==> config.mk <==
export PLATFORM = sky130hd
export DESIGN_NAME = iram_arbiter_flat
export DESIGN_NICKNAME = d
export VERILOG_FILES = /design/src/rtl/iram_arbiter_pkg.sv /design/src/rtl/iram_arbiter_if.sv /design/src/rtl/iram_arbiter_prio.sv /design/src/rtl/iram_arbiter.sv /design/src/flat_wrapper.sv
export SDC_FILE = /design/constraint.sdc
export NUM_CORES = 1
export LEC_CHECK = 0
export BUFFER_PORTS_ARGS = -buffer_cell sky130_fd_sc_hd__buf_4
export CELL_PAD_IN_SITES_DETAIL_PLACEMENT = 2
export CELL_PAD_IN_SITES_GLOBAL_PLACEMENT = 2
export CORE_AREA = 10 10 127 100
export CTS_CLUSTER_DIAMETER = 120
export DETAILED_ROUTE_END_ITERATION = 7
export DIE_AREA = 0 0 137 110
export HOLD_SLACK_MARGIN = 0.1
export PLACE_DENSITY = 0.91
export SETUP_SLACK_MARGIN = 0.02
export SYNTH_ARGS = -nofsm -noshare
export SYNTH_HDL_FRONTEND = slang
export SYNTH_SLANG_ARGS = --single-unit
==> constraint.sdc <==
create_clock -name clk -period 2.39 [get_ports clk]
set_input_delay 0.3585 -clock clk [delete_from_list [all_inputs] [get_ports clk]]
set_output_delay 0.3585 -clock clk [all_outputs]
set_load 0.01 [all_outputs]
==> src/rtl/iram_arbiter_pkg.sv <==
// Shared types and constants for the IRAM arbiter: FSM state encoding and
// starve-counter sizing.
package iram_arbiter_pkg;
  localparam int DEF_ADDR_WIDTH = 9;
  localparam int DEF_DATA_WIDTH = 32;

  typedef enum logic {ST_BOOT = 1'b0, ST_RUN = 1'b1} state_e;

  function automatic int clog2(input int v);
    return (v <= 2) ? 1 : $clog2(v);
  endfunction
endpackage

==> src/rtl/iram_arbiter_if.sv <==
// Fetch / loader / IRAM bus bundle; slave is the arbiter side, master the
// environment (fetch stage, loader, RAM macro).
interface iram_arbiter_if #(
  parameter int ADDR_WIDTH = iram_arbiter_pkg::DEF_ADDR_WIDTH,
  parameter int DATA_WIDTH = iram_arbiter_pkg::DEF_DATA_WIDTH
);
  logic                  fetch_req, fetch_gnt, fetch_valid;
  logic [ADDR_WIDTH-1:0] fetch_addr;
  logic [DATA_WIDTH-1:0] fetch_rdata;
  logic                  load_req, load_we, load_gnt, load_valid;
  logic [ADDR_WIDTH-1:0] load_addr;
  logic [DATA_WIDTH-1:0] load_wdata, load_rdata;
  logic                  load_done, reboot, cpu_stall;
  logic                  ram_en, ram_we;
  logic [ADDR_WIDTH-1:0] ram_addr;
  logic [DATA_WIDTH-1:0] ram_wdata, ram_rdata;

  modport slave (
    input  fetch_req, fetch_addr, load_req, load_we, load_addr, load_wdata,
           load_done, reboot, ram_rdata,
    output fetch_gnt, fetch_valid, fetch_rdata, load_gnt, load_valid, load_rdata,
           cpu_stall, ram_en, ram_we, ram_addr, ram_wdata
  );
  modport master (
    output fetch_req, fetch_addr, load_req, load_we, load_addr, load_wdata,
           load_done, reboot, ram_rdata,
    input  fetch_gnt, fetch_valid, fetch_rdata, load_gnt, load_valid, load_rdata,
           cpu_stall, ram_en, ram_we, ram_addr, ram_wdata
  );
endinterface

==> src/rtl/iram_arbiter_prio.sv <==
// Combinational grant selection: loader-only in BOOT, fetch-priority in RUN
// with the loader forced through once it has lost MAX_WAIT times in a row.
module iram_arbiter_prio
  import iram_arbiter_pkg::*;
#(
  parameter int MAX_WAIT = 4,
  parameter int SW       = clog2(MAX_WAIT + 1)
) (
  input  state_e        state,
  input  logic          fetch_req,
  input  logic          load_req,
  input  logic [SW-1:0] starve_cnt,
  output logic          fetch_gnt,
  output logic          load_gnt
);
  localparam logic [SW-1:0] MAXW = SW'(MAX_WAIT);

  logic starved;
  assign starved = (starve_cnt == MAXW);

  always_comb begin
    fetch_gnt = 1'b0;
    load_gnt  = 1'b0;
    if (state == ST_BOOT) begin
      load_gnt = load_req;
    end else begin
      load_gnt  = load_req & (~fetch_req | starved);
      fetch_gnt = fetch_req & ~load_gnt;
    end
  end
endmodule

==> src/rtl/iram_arbiter.sv <==
// IRAM arbiter top: boot/run FSM, starve counter, read-valid registers and
// RAM mux. Optional perf counters behind IRAM_ARBITER_PERF_EN.
module iram_arbiter
  import iram_arbiter_pkg::*;
#(
  parameter int ADDR_WIDTH = DEF_ADDR_WIDTH,
  parameter int DATA_WIDTH = DEF_DATA_WIDTH,
  parameter int MAX_WAIT   = 4
) (
  input  logic         clk,
  input  logic         nrst,
  iram_arbiter_if.slave bus
`ifdef IRAM_ARBITER_PERF_EN
  ,
  output logic [31:0]  perf_fetch_stall,
  output logic [31:0]  perf_load_wr
`endif
);
  localparam int            SW   = clog2(MAX_WAIT + 1);
  localparam logic [SW-1:0] MAXW = SW'(MAX_WAIT);

  state_e        state;
  logic [SW-1:0] starve_cnt;
  logic          cpu_stall_q, fetch_vld_q, load_vld_q;
  logic          fetch_gnt_raw, load_gnt_raw, fetch_gnt, load_gnt;

  iram_arbiter_prio #(.MAX_WAIT(MAX_WAIT), .SW(SW)) u_prio (
    .state     (state),
    .fetch_req (bus.fetch_req),
    .load_req  (bus.load_req),
    .starve_cnt(starve_cnt),
    .fetch_gnt (fetch_gnt_raw),
    .load_gnt  (load_gnt_raw)
  );

  // No access may reach the RAM while reset is asserted.
  assign fetch_gnt = nrst & fetch_gnt_raw;
  assign load_gnt  = nrst & load_gnt_raw;

  always_ff @(posedge clk or negedge nrst) begin
    if (!nrst) begin
      state       <= ST_BOOT;
      starve_cnt  <= '0;
      cpu_stall_q <= 1'b1;
      fetch_vld_q <= 1'b0;
      load_vld_q  <= 1'b0;
    end else begin
      fetch_vld_q <= fetch_gnt;
      load_vld_q  <= load_gnt & ~bus.load_we;
      case (state)
        ST_BOOT: begin
          starve_cnt <= '0;
          if (bus.load_done && !bus.reboot) begin
            state       <= ST_RUN;
            cpu_stall_q <= 1'b0;
          end
        end
        ST_RUN: begin
          if (bus.reboot) begin
            state       <= ST_BOOT;
            cpu_stall_q <= 1'b1;
            starve_cnt  <= '0;
          end else if (!bus.load_req || load_gnt) begin
            starve_cnt <= '0;
          end else if (starve_cnt != MAXW) begin
            starve_cnt <= starve_cnt + 1'b1;
          end
        end
      endcase
    end
  end

  assign bus.fetch_gnt   = fetch_gnt;
  assign bus.load_gnt    = load_gnt;
  assign bus.cpu_stall   = cpu_stall_q;
  assign bus.fetch_valid = fetch_vld_q;
  assign bus.load_valid  = load_vld_q;
  assign bus.fetch_rdata = fetch_vld_q ? bus.ram_rdata : '0;
  assign bus.load_rdata  = load_vld_q  ? bus.ram_rdata : '0;

  assign bus.ram_en    = fetch_gnt | load_gnt;
  assign bus.ram_we    = load_gnt & bus.load_we;
  assign bus.ram_addr  = fetch_gnt ? bus.fetch_addr : (load_gnt ? bus.load_addr : '0);
  assign bus.ram_wdata = load_gnt ? bus.load_wdata : '0;

`ifdef IRAM_ARBITER_PERF_EN
  always_ff @(posedge clk or negedge nrst) begin
    if (!nrst) begin
      perf_fetch_stall <= '0;
      perf_load_wr     <= '0;
    end else begin
      if (state == ST_RUN && bus.fetch_req && !fetch_gnt && perf_fetch_stall != '1)
        perf_fetch_stall <= perf_fetch_stall + 32'd1;
      if (load_gnt && bus.load_we && perf_load_wr != '1)
        perf_load_wr <= perf_load_wr + 32'd1;
    end
  end
`endif
endmodule

==> src/flat_wrapper.sv <==
// flat-port wrapper written by rule: the top's interface ports become plain ports
module iram_arbiter_flat import iram_arbiter_pkg::*;
#(
  parameter int ADDR_WIDTH = DEF_ADDR_WIDTH,
  parameter int DATA_WIDTH = DEF_DATA_WIDTH,
  parameter int MAX_WAIT   = 4
)
  (clk, nrst, bus_fetch_req, bus_fetch_addr, bus_load_req, bus_load_we, bus_load_addr, bus_load_wdata, bus_load_done, bus_reboot, bus_ram_rdata, bus_fetch_gnt, bus_fetch_valid, bus_fetch_rdata, bus_load_gnt, bus_load_valid, bus_load_rdata, bus_cpu_stall, bus_ram_en, bus_ram_we, bus_ram_addr, bus_ram_wdata);
  iram_arbiter_if #(.ADDR_WIDTH(ADDR_WIDTH), .DATA_WIDTH(DATA_WIDTH)) bus_i ();
  input  logic clk;
  input  logic nrst;
  input wire logic [$bits(bus_i.fetch_req)-1:0] bus_fetch_req;
  input wire logic [$bits(bus_i.fetch_addr)-1:0] bus_fetch_addr;
  input wire logic [$bits(bus_i.load_req)-1:0] bus_load_req;
  input wire logic [$bits(bus_i.load_we)-1:0] bus_load_we;
  input wire logic [$bits(bus_i.load_addr)-1:0] bus_load_addr;
  input wire logic [$bits(bus_i.load_wdata)-1:0] bus_load_wdata;
  input wire logic [$bits(bus_i.load_done)-1:0] bus_load_done;
  input wire logic [$bits(bus_i.reboot)-1:0] bus_reboot;
  input wire logic [$bits(bus_i.ram_rdata)-1:0] bus_ram_rdata;
  output wire logic [$bits(bus_i.fetch_gnt)-1:0] bus_fetch_gnt;
  output wire logic [$bits(bus_i.fetch_valid)-1:0] bus_fetch_valid;
  output wire logic [$bits(bus_i.fetch_rdata)-1:0] bus_fetch_rdata;
  output wire logic [$bits(bus_i.load_gnt)-1:0] bus_load_gnt;
  output wire logic [$bits(bus_i.load_valid)-1:0] bus_load_valid;
  output wire logic [$bits(bus_i.load_rdata)-1:0] bus_load_rdata;
  output wire logic [$bits(bus_i.cpu_stall)-1:0] bus_cpu_stall;
  output wire logic [$bits(bus_i.ram_en)-1:0] bus_ram_en;
  output wire logic [$bits(bus_i.ram_we)-1:0] bus_ram_we;
  output wire logic [$bits(bus_i.ram_addr)-1:0] bus_ram_addr;
  output wire logic [$bits(bus_i.ram_wdata)-1:0] bus_ram_wdata;
  assign bus_i.fetch_req = bus_fetch_req;
  assign bus_i.fetch_addr = bus_fetch_addr;
  assign bus_i.load_req = bus_load_req;
  assign bus_i.load_we = bus_load_we;
  assign bus_i.load_addr = bus_load_addr;
  assign bus_i.load_wdata = bus_load_wdata;
  assign bus_i.load_done = bus_load_done;
  assign bus_i.reboot = bus_reboot;
  assign bus_i.ram_rdata = bus_ram_rdata;
  assign bus_fetch_gnt = bus_i.fetch_gnt;
  assign bus_fetch_valid = bus_i.fetch_valid;
  assign bus_fetch_rdata = bus_i.fetch_rdata;
  assign bus_load_gnt = bus_i.load_gnt;
  assign bus_load_valid = bus_i.load_valid;
  assign bus_load_rdata = bus_i.load_rdata;
  assign bus_cpu_stall = bus_i.cpu_stall;
  assign bus_ram_en = bus_i.ram_en;
  assign bus_ram_we = bus_i.ram_we;
  assign bus_ram_addr = bus_i.ram_addr;
  assign bus_ram_wdata = bus_i.ram_wdata;
  iram_arbiter #(.ADDR_WIDTH(ADDR_WIDTH), .DATA_WIDTH(DATA_WIDTH), .MAX_WAIT(MAX_WAIT)) u_core (.clk(clk), .nrst(nrst), .bus(bus_i));
endmodule
==> results of run 1 <==
[metal layers]
layer,GRT usage,vias up,part of all wire
met4,0.02027,0,0.0063
met3,0.04792,4,0.14
met5,0,-,0
met1,0.09549,852,0.34
met2,0.1955,123,0.52
li1,-,861,-
[synth_stat cells]
cell	n
dfrtp_1	6
nand2_2	1
nand3b_1	2
and2_1	97
a31oi_1	1
dfstp_2	1
a22o_1	9
buf_6	3
ha_1	2
a21oi_1	1
a31oi_4	1
nand2_1	1
clkbuf_1	7
or2_2	1
clkbuf_2	1
o21ai_0	1
inv_1	2
nand2b_1	1
nor2_1	4
nand3_1	1
buf_2	1
xnor2_1	1
nor2b_1	1
mux2i_1	1
nor3_1	3
[layout make-up]
cell class,count,area share
timing repair buffer,204,0.5471
multi-input combinational,129,0.2992
sequential,7,0.06242
tap,136,0.06020
clock buffer,3,0.02656
inverter,2,0.002656
clock inverter,1,0.001771
[registers in the layout, indices dropped and copies added (netlist names)]
signal	count
u_core.bus.load_valid	1
u_core.state	1
u_core.bus.cpu_stall	1
u_core.starve_cnt	3
u_core.bus.fetch_valid	1
[critical path: cells and delay by family]
family	cells	cell delay [ps]
simple gates	2	430
buf+inv	4	1050
compound gates	1	50
[per-stage QoR]
step / instances / setup slack, ps / util / power [W] / instance area [sq um]
5_1_grt: 482 / 52.54 / 0.2779 / 0.0008098 / 2826
6_report: 482 / 132.7 / 0.2779 / 0.0007632 / 2826
3_3_place_gp: 477 / 539.3 / 0.2691 / 0.0004687 / 2736
2_1_floorplan: 150 / 676.3 / - / 0.0002425 / 1100
4_1_cts: 482 / 107.0 / 0.2779 / 0.0007806 / 2826
3_5_place_dp: 477 / 477.8 / 0.2691 / 0.0004840 / 2736
[power by group through the flow]
stage               registers (W)  logic (W)  clock network, W
finish                   0.000136   0.000338          0.000289
global route             0.000138   0.000369          0.000303
CTS                      0.000137   0.000348          0.000296
detailed placement       0.000138   0.000346                 0
global placement         0.000137   0.000332                 0
floorplan                0.000135   0.000108                 0
[logic make-up after synthesis]
kind of cell / synth area share
flip-flops: 0.1604
AO/OA/AOI/OAI: 0.1058
multiplexers: 0.009102
AND/OR/NAND/NOR: 0.6234
adder cells (fa/ha/maj): 0.02275
XOR/XNOR: 0.007965
buffers and inverters: 0.07053
[final timing paths]
| kind | startpoint | to | slack [ps] | depth (start not counted) |
|---|---|---|---|---|
| setup / recovery | nrst | bus_ram_en | 130 | 7 |
| hold / removal | bus_load_we | u_core.bus.load_valid$_DFF_PN0_ | 290 | 2 |
| setup reg to reg | u_core.starve_cnt[0]$_DFFE_PN0P_ | u_core.bus.load_valid$_DFF_PN0_ | 910 | 6 |
| hold reg to reg | u_core.bus.cpu_stall$_DFFE_PN1P_ | u_core.bus.cpu_stall$_DFFE_PN1P_ | 530 | 2 |
| max in group asynchronous | nrst | u_core.bus.cpu_stall$_DFFE_PN1P_ | 1690 | 2 |
| min in group asynchronous | nrst | u_core.state$_DFF_PN0_ | 490 | 2 |
==> flow_summary.toml, run 1 <==
[final_layout]
antenna_cells = 0
layout_common_cells = "202 x buf_4, 97 x and2_1, 9 x a22o_1"
drive_gt1_frac = 0.6098
multiInputGateArea_sq_um = 845.8
fillers = 1215
final_nets = 438
layout_commonest_cell = "buf_4"
area_growth_pct = 157.0
ff_latch_area_sq_um = 176.4

[floorplan]
die-height_microns = 110
io_pins = 201
row_count = 32
die-area_sq_um = 15070
start_util = 0.1081
die_x_microns = 137
core-area_sq_um = 10170

[global_route]
track_usage = 0.1009
overflow = 0
grt_max_degree = 49
grt_pass1_wl_microns = 12010
grt_pass1_vias = 2129
antenna_found_initial = 0

[routing]
vias_per_cell = 3.817
drc = 0
routedWlPerCell_microns = 17.68
firstDrtPassIters = 3
ant_nets = 0
wirelength_microns = 8521
drt_iter0_markers = 37
vias = 1840

[pwr]
power_density_nw_per_um2 = 270.0
p_clk_frac = 0.378
p_comb_frac = 0.443
power_frac_seq = 0.178
internal_power_w = 0.0005517
leakagePower_nw = 1.554
switching_share = 0.2771
switchingPower_w = 0.0002115
ir_worst_vdd_mv = 0.1799

[yosys]
syn_inst = 150
synth_area_leaders = "and2_1 55%, dfrtp_1 14%, a22o_1 7.2%"
synth_top_area_frac = 0.5518
ys_ff_latch = 7
avgSynthCellArea_sq_um = 7.332
ys_seq_area_frac = 0.1604
synth_top_area_cell = "and2_1"
synth_area_sq_um = 1100
syn_nets = 241
yosysUniqueCellTypes = 25
ys_warn_count = 0

[cts]
path_clk_slew_ps = 40
cts_buffer_depth = 2
cts_resized = 0
clkSinkCount = 7
htreeDepth = 1
hold_buffers = 1
numCtsBuffers = 3
post_cts_buffers = 0
cts_tree = "done"
clk_latency_ps = 230
root_buffer = "clkbuf_16"

[timing]
clock-skew-final_ps = 1.416
hold_viol = 0
fin_crit_sh = 0.9445
relSlewSlack = 0.4753
rsz0062_at_grt = "false"
holdWs_ps = 290.8
drv_slew = 0
tightest_slew_ps = 787.1
fin_setup_tns_ps = 0
setup_viol = 0
timing.fmax_ghz = 0.4430
min_period_ps = 2257

[worst_setup_path]
start_kind = "input pin"
crit_chain = "dlygate4sd3_1 -> buf_4 -> nand2_1 -> a31oi_4 -> buf_12 -> or2_2 -> buf_4"
arrival_ps = 1900
crit_top_cell = "buf_4"
cp_slowest_stage_delay_ps = 530
crit_type = "in -> out"
required_ps = 2030
slowest_stage = "dlygate4sd3_1"
end_kind = "primary output"
path_max_fanout = 48

[status]
status = "finished clean"

[job]
max-cap-violations = 0

[place]
place_congestion = 0.8023
port_buffers = 200
hpwl_microns = 7517

[min_path]
hold_path_class = "in -> reg"
(Power assumes the default switching activity.)
==> inputs of run 2 (changes only) <==
--- a/config.mk
+++ b/config.mk
@@ -18,3 +18,4 @@
 export SYNTH_ARGS = -nofsm -noshare
 export SYNTH_HDL_FRONTEND = slang
 export SYNTH_SLANG_ARGS = --single-unit
+export TNS_END_PERCENT = 50
==> constraint.sdc (replaced) <==
create_clock -name clk -period 2.9 [get_ports clk]
set_input_delay 0.435 -clock clk [delete_from_list [all_inputs] [get_ports clk]]
set_output_delay 0.435 -clock clk [all_outputs]
set_load 0.01 [all_outputs]
==> flow_summary.toml, run 2 (synthesis gave the netlist of run 1 again) <==
[status]
status = "finished clean"

[timing]
hold_viol = 0
fin_crit_sh = 0.8818
timing.fmax_ghz = 0.3910
drv_slew = 0
min_period_ps = 2557
tightest_slew_ps = 787.8
fin_setup_tns_ps = 0
clock-skew-final_ps = 1.311
holdWs_ps = 379.5
relSlewSlack = 0.4748
rsz0062_at_grt = "false"
setup_viol = 0

[routing]
drc = 0
vias_per_cell = 3.827
drt_iter0_markers = 49
wirelength_microns = 8423
ant_nets = 0
vias = 1841
firstDrtPassIters = 4
routedWlPerCell_microns = 17.51

[pwr]
leakagePower_nw = 1.543
total_power_w = 0.0006224
ir_worst_vdd_mv = 0.1364
power_density_nw_per_um2 = 221.9

[cts]
cts_tree = "done"
path_clk_slew_ps = 30
clk_latency_ps = 230
cts_buffer_depth = 2
cts_resized = 0
htreeDepth = 1
clkSinkCount = 7
numCtsBuffers = 3
root_buffer = "clkbuf_16"

[final_layout]
layout_commonest_cell = "buf_4"
area_growth_pct = 155.1
antenna_cells = 0
largest_reg_flops = 3
drive_gt1_frac = 0.6058
final_nets = 437
layout_common_cells = "202 x buf_4, 97 x and2_1, 9 x a22o_1"
regMostFlops = "u_core.starve_cnt"
fillers = 1199

[worst_setup_path]
required_ps = 2470
crit_type = "in -> out"
arrival_ps = 2120
start_kind = "input pin"
path_max_fanout = 9
end_kind = "primary output"

[floorplan]
row_count = 32
io_pins = 201
die-area_sq_um = 15070
die-height_microns = 110
start_util = 0.1081
core-area_sq_um = 10170
die_x_microns = 137

[global_route]
grt_use_met3 = 0.04837
track_usage = 0.09966
grt_max_degree = 49
antenna_found_initial = 0
overflow = 0
grt_pass1_vias = 2069
grt_pass1_wl_microns = 11990
grt.met2_usage = 0.1944
gr-usage-met1 = 0.09499
top_usage_layer = "met2"

[place]
place_congestion = 0.7965
hpwl_microns = 7545
port_buffers = 200

[job]
max-cap-violations = 0

[min_path]
hold_path_class = "in -> reg"
## run 2: critical path, cell delays in order
cell	delay [ps]
dlygate4sd3_1	530
buf_4	170
nand3_1	100
a31oi_1	370
buf_4	250
a22o_1	150
buf_4	120
## run 2: worst paths after layout
kind	startpoint	depth (start not counted)	to	slack, ps
setup / recovery	nrst	7	bus_ram_addr[8]	340
hold / removal	bus_reboot	2	u_core.state$_DFF_PN0_	380
setup reg to reg	u_core.starve_cnt[0]$_DFFE_PN0P_	6	u_core.bus.load_valid$_DFF_PN0_	1220
hold reg to reg	u_core.bus.cpu_stall$_DFFE_PN1P_	2	u_core.bus.cpu_stall$_DFFE_PN1P_	520
max in group asynchronous	nrst	2	u_core.bus.cpu_stall$_DFFE_PN1P_	2130
min in group asynchronous	nrst	2	u_core.bus.load_valid$_DFF_PN0_	560
## run 2: layout make-up
cell class / count / area (sq um) / share of cell area
Multi-Input combinational cell: 129 / 845.8 / 0.3015
Timing Repair Buffer: 203 / 1526 / 0.5442
Sequential cell: 7 / 176.4 / 0.06289
Inverter: 2 / 7.507 / 0.002676
Clock buffer: 4 / 78.83 / 0.02810
Tap cell: 136 / 170.2 / 0.06066
## run 2: stage by stage
step | util | area [sq um] | cells | setup WS (ps)
floorplan | - | 1100 | 150 | 1110
global placement | 0.2671 | 2716 | 476 | 858.4
detailed placement | 0.2671 | 2716 | 476 | 755.6
CTS | 0.2758 | 2805 | 481 | 243.7
global route | 0.2758 | 2805 | 481 | 151.7
finish | 0.2758 | 2805 | 481 | 342.7
## run 2: power by group
part | internal [W] | switching, W | leakage (nW) | total [W]
Sequential | 0.000104 | 0.0000111 | 0.0918 | 0.000115
Combinational | 0.000167 | 0.000105 | 1.41 | 0.000272
Clock | 0.000183 | 0.0000523 | 0.0382 | 0.000235
## run 2: timing repair
| action | CTS | global route |
|---|---|---|
| hold endpoints to repair | 6 | 0 |
| setup buffers | 0 | 0 |
| hold buffers | 1 | 0 |
## run 2: routing by layer
| layer | vias to the layer above | share of wire |
|---|---|---|
| met3 | 5 | 0.14 |
| met2 | 123 | 0.53 |
| met4 | 0 | 0.0047 |
| met1 | 852 | 0.32 |
| li1 | 861 | - |
| met5 | - | 0 |
==> inputs of run 3 (changes only) <==
--- a/config.mk
+++ b/config.mk
@@ -10,10 +10,12 @@
 export CELL_PAD_IN_SITES_GLOBAL_PLACEMENT = 2
 export CORE_AREA = 10 10 127 100
 export CTS_CLUSTER_DIAMETER = 120
+export CTS_CLUSTER_SIZE = 40
 export DETAILED_ROUTE_END_ITERATION = 7
 export DIE_AREA = 0 0 137 110
 export HOLD_SLACK_MARGIN = 0.1
 export PLACE_DENSITY = 0.91
+export REMOVE_ABC_BUFFERS = 1
 export SETUP_SLACK_MARGIN = 0.02
 export SYNTH_ARGS = -nofsm -noshare
 export SYNTH_HDL_FRONTEND = slang
==> flow_summary.toml, run 3 (synthesis gave the netlist of run 1 again) <==
[status]
status = "finished clean"

[min_path]
min_path_cells = 2
hold_path_class = "in -> reg"
holdCritStartpoint = "bus_load_we"
min_to = "u_core.bus.load_valid$_DFF_PN0_"

[final_layout]
fillers = 1191
layout_commonest_cell = "buf_4"
drive_gt1_frac = 0.6114
antenna_cells = 0
largest_reg_flops = 3
layout_common_cells = "206 x buf_4, 97 x and2_1, 9 x a22o_1"
area_growth_pct = 159.6
regMostFlops = "u_core.starve_cnt"
final_nets = 442

[floorplan]
start_util = 0.1081
die-height_microns = 110
row_count = 32
io_pins = 201
die-area_sq_um = 15070
core-area_sq_um = 10170
die_x_microns = 137

[global_route]
grt_pass1_wl_microns = 12090
grt_pass1_vias = 2086
overflow = 0
antenna_found_initial = 0
track_usage = 0.1011
grt_max_degree = 34

[worst_setup_path]
required_ps = 2470
arrival_ps = 2060
timing.rr.start = "u_core.starve_cnt[0]$_DFFE_PN0P_"
r2r_cells = 6
r2r-end = "u_core.starve_cnt[2]$_DFFE_PN0P_"
crit_type = "in -> out"
path_max_fanout = 17
start_kind = "input pin"
rrSetupSlack_ps = 1530
crit_start = "nrst"
end_kind = "primary output"

[routing]
routedWlPerCell_microns = 17.81
vias_per_cell = 3.823
wirelength_microns = 8658
drt_iter0_markers = 32
firstDrtPassIters = 3
vias = 1858
drc = 0
ant_nets = 0

[timing]
tightest_slew_ps = 846.6
clock-skew-final_ps = 1.435
hold_viol = 0
timing.fmax_ghz = 0.4005
fin_setup_tns_ps = 0
relSlewSlack = 0.4356
min_period_ps = 2497
fin_crit_sh = 0.8611
drv_slew = 0
rsz0062_at_grt = "false"
setup_viol = 0

[place]
hpwl_microns = 7757
port_buffers = 200
place_congestion = 0.7615

[pwr]
leakagePower_nw = 1.572
power_density_nw_per_um2 = 219.2
ir_worst_vdd_mv = 0.2014
total_power_w = 0.0006258

[job]
max-cap-violations = 0

[cts]
clk_latency_ps = 230
cts_tree = "done"
cts_resized = 0
cts_buffer_depth = 2
htreeDepth = 1
numCtsBuffers = 3
clkSinkCount = 7
root_buffer = "clkbuf_16"
path_clk_slew_ps = 30
## run 3: final cells by class
type	count	area [sq um]	share of cell area
Timing Repair Buffer	208	1577	0.5521
Tap cell	136	170.2	0.05960
Multi-Input combinational cell	129	845.8	0.2962
Sequential cell	7	176.4	0.06179
Clock buffer	4	78.83	0.02761
Inverter	2	7.507	0.002629
## run 3: worst max-delay path, stage by stage
cell	delay, ps
dlygate4sd3_1	520
buf_4	180
nand2_1	100
a31oi_4	180
buf_12	160
buf_4	180
and2_1	160
buf_4	130
## run 3: metrics by stage
stage	instance area, sq um	hold WS (ps)	std cells	utilization	setup WS [ps]
2_1_floorplan	1030	139.4	138	-	843.9
3_3_place_gp	2724	258.3	477	0.2678	693.3
3_5_place_dp	2724	264.9	477	0.2678	553.3
4_1_cts	2813	364.3	482	0.2766	124.7
5_1_grt	2855	365.9	486	0.2808	289.8
6_report	2855	366.0	486	0.2808	402.8
## run 3: report_power, final
part           internal (W)  leakage (nW)  switching (W)
sequential         0.000104        0.0918      0.0000117
combinational      0.000174          1.44       0.000107
clock              0.000182        0.0382      0.0000468
## run 3: repair_timing
item	4_1_cts	5_1_grt
setup endpoints to repair	0	2
hold endpoints to repair	6	0
buffers inserted	0	4
hold buffers	1	0
## run 3: per-layer routing
layer,global-route usage,part of all wire
met1,0.1083,0.37
met2,0.1752,0.47
met3,0.06058,0.16
met4,0.009009,0.0053
met5,0,0
## run 3: worst max-delay path by stage
stage	slack [ps]	depth (start not counted)	endpoint
after floorplan	840	5	bus_ram_addr[0]
after global placement	690	7	bus_ram_wdata[3]
after detailed placement	550	7	bus_ram_wdata[17]
after CTS	120	7	bus_ram_wdata[17]
after global routing	290	8	bus_ram_wdata[17]
final	400	8	bus_ram_wdata[17]
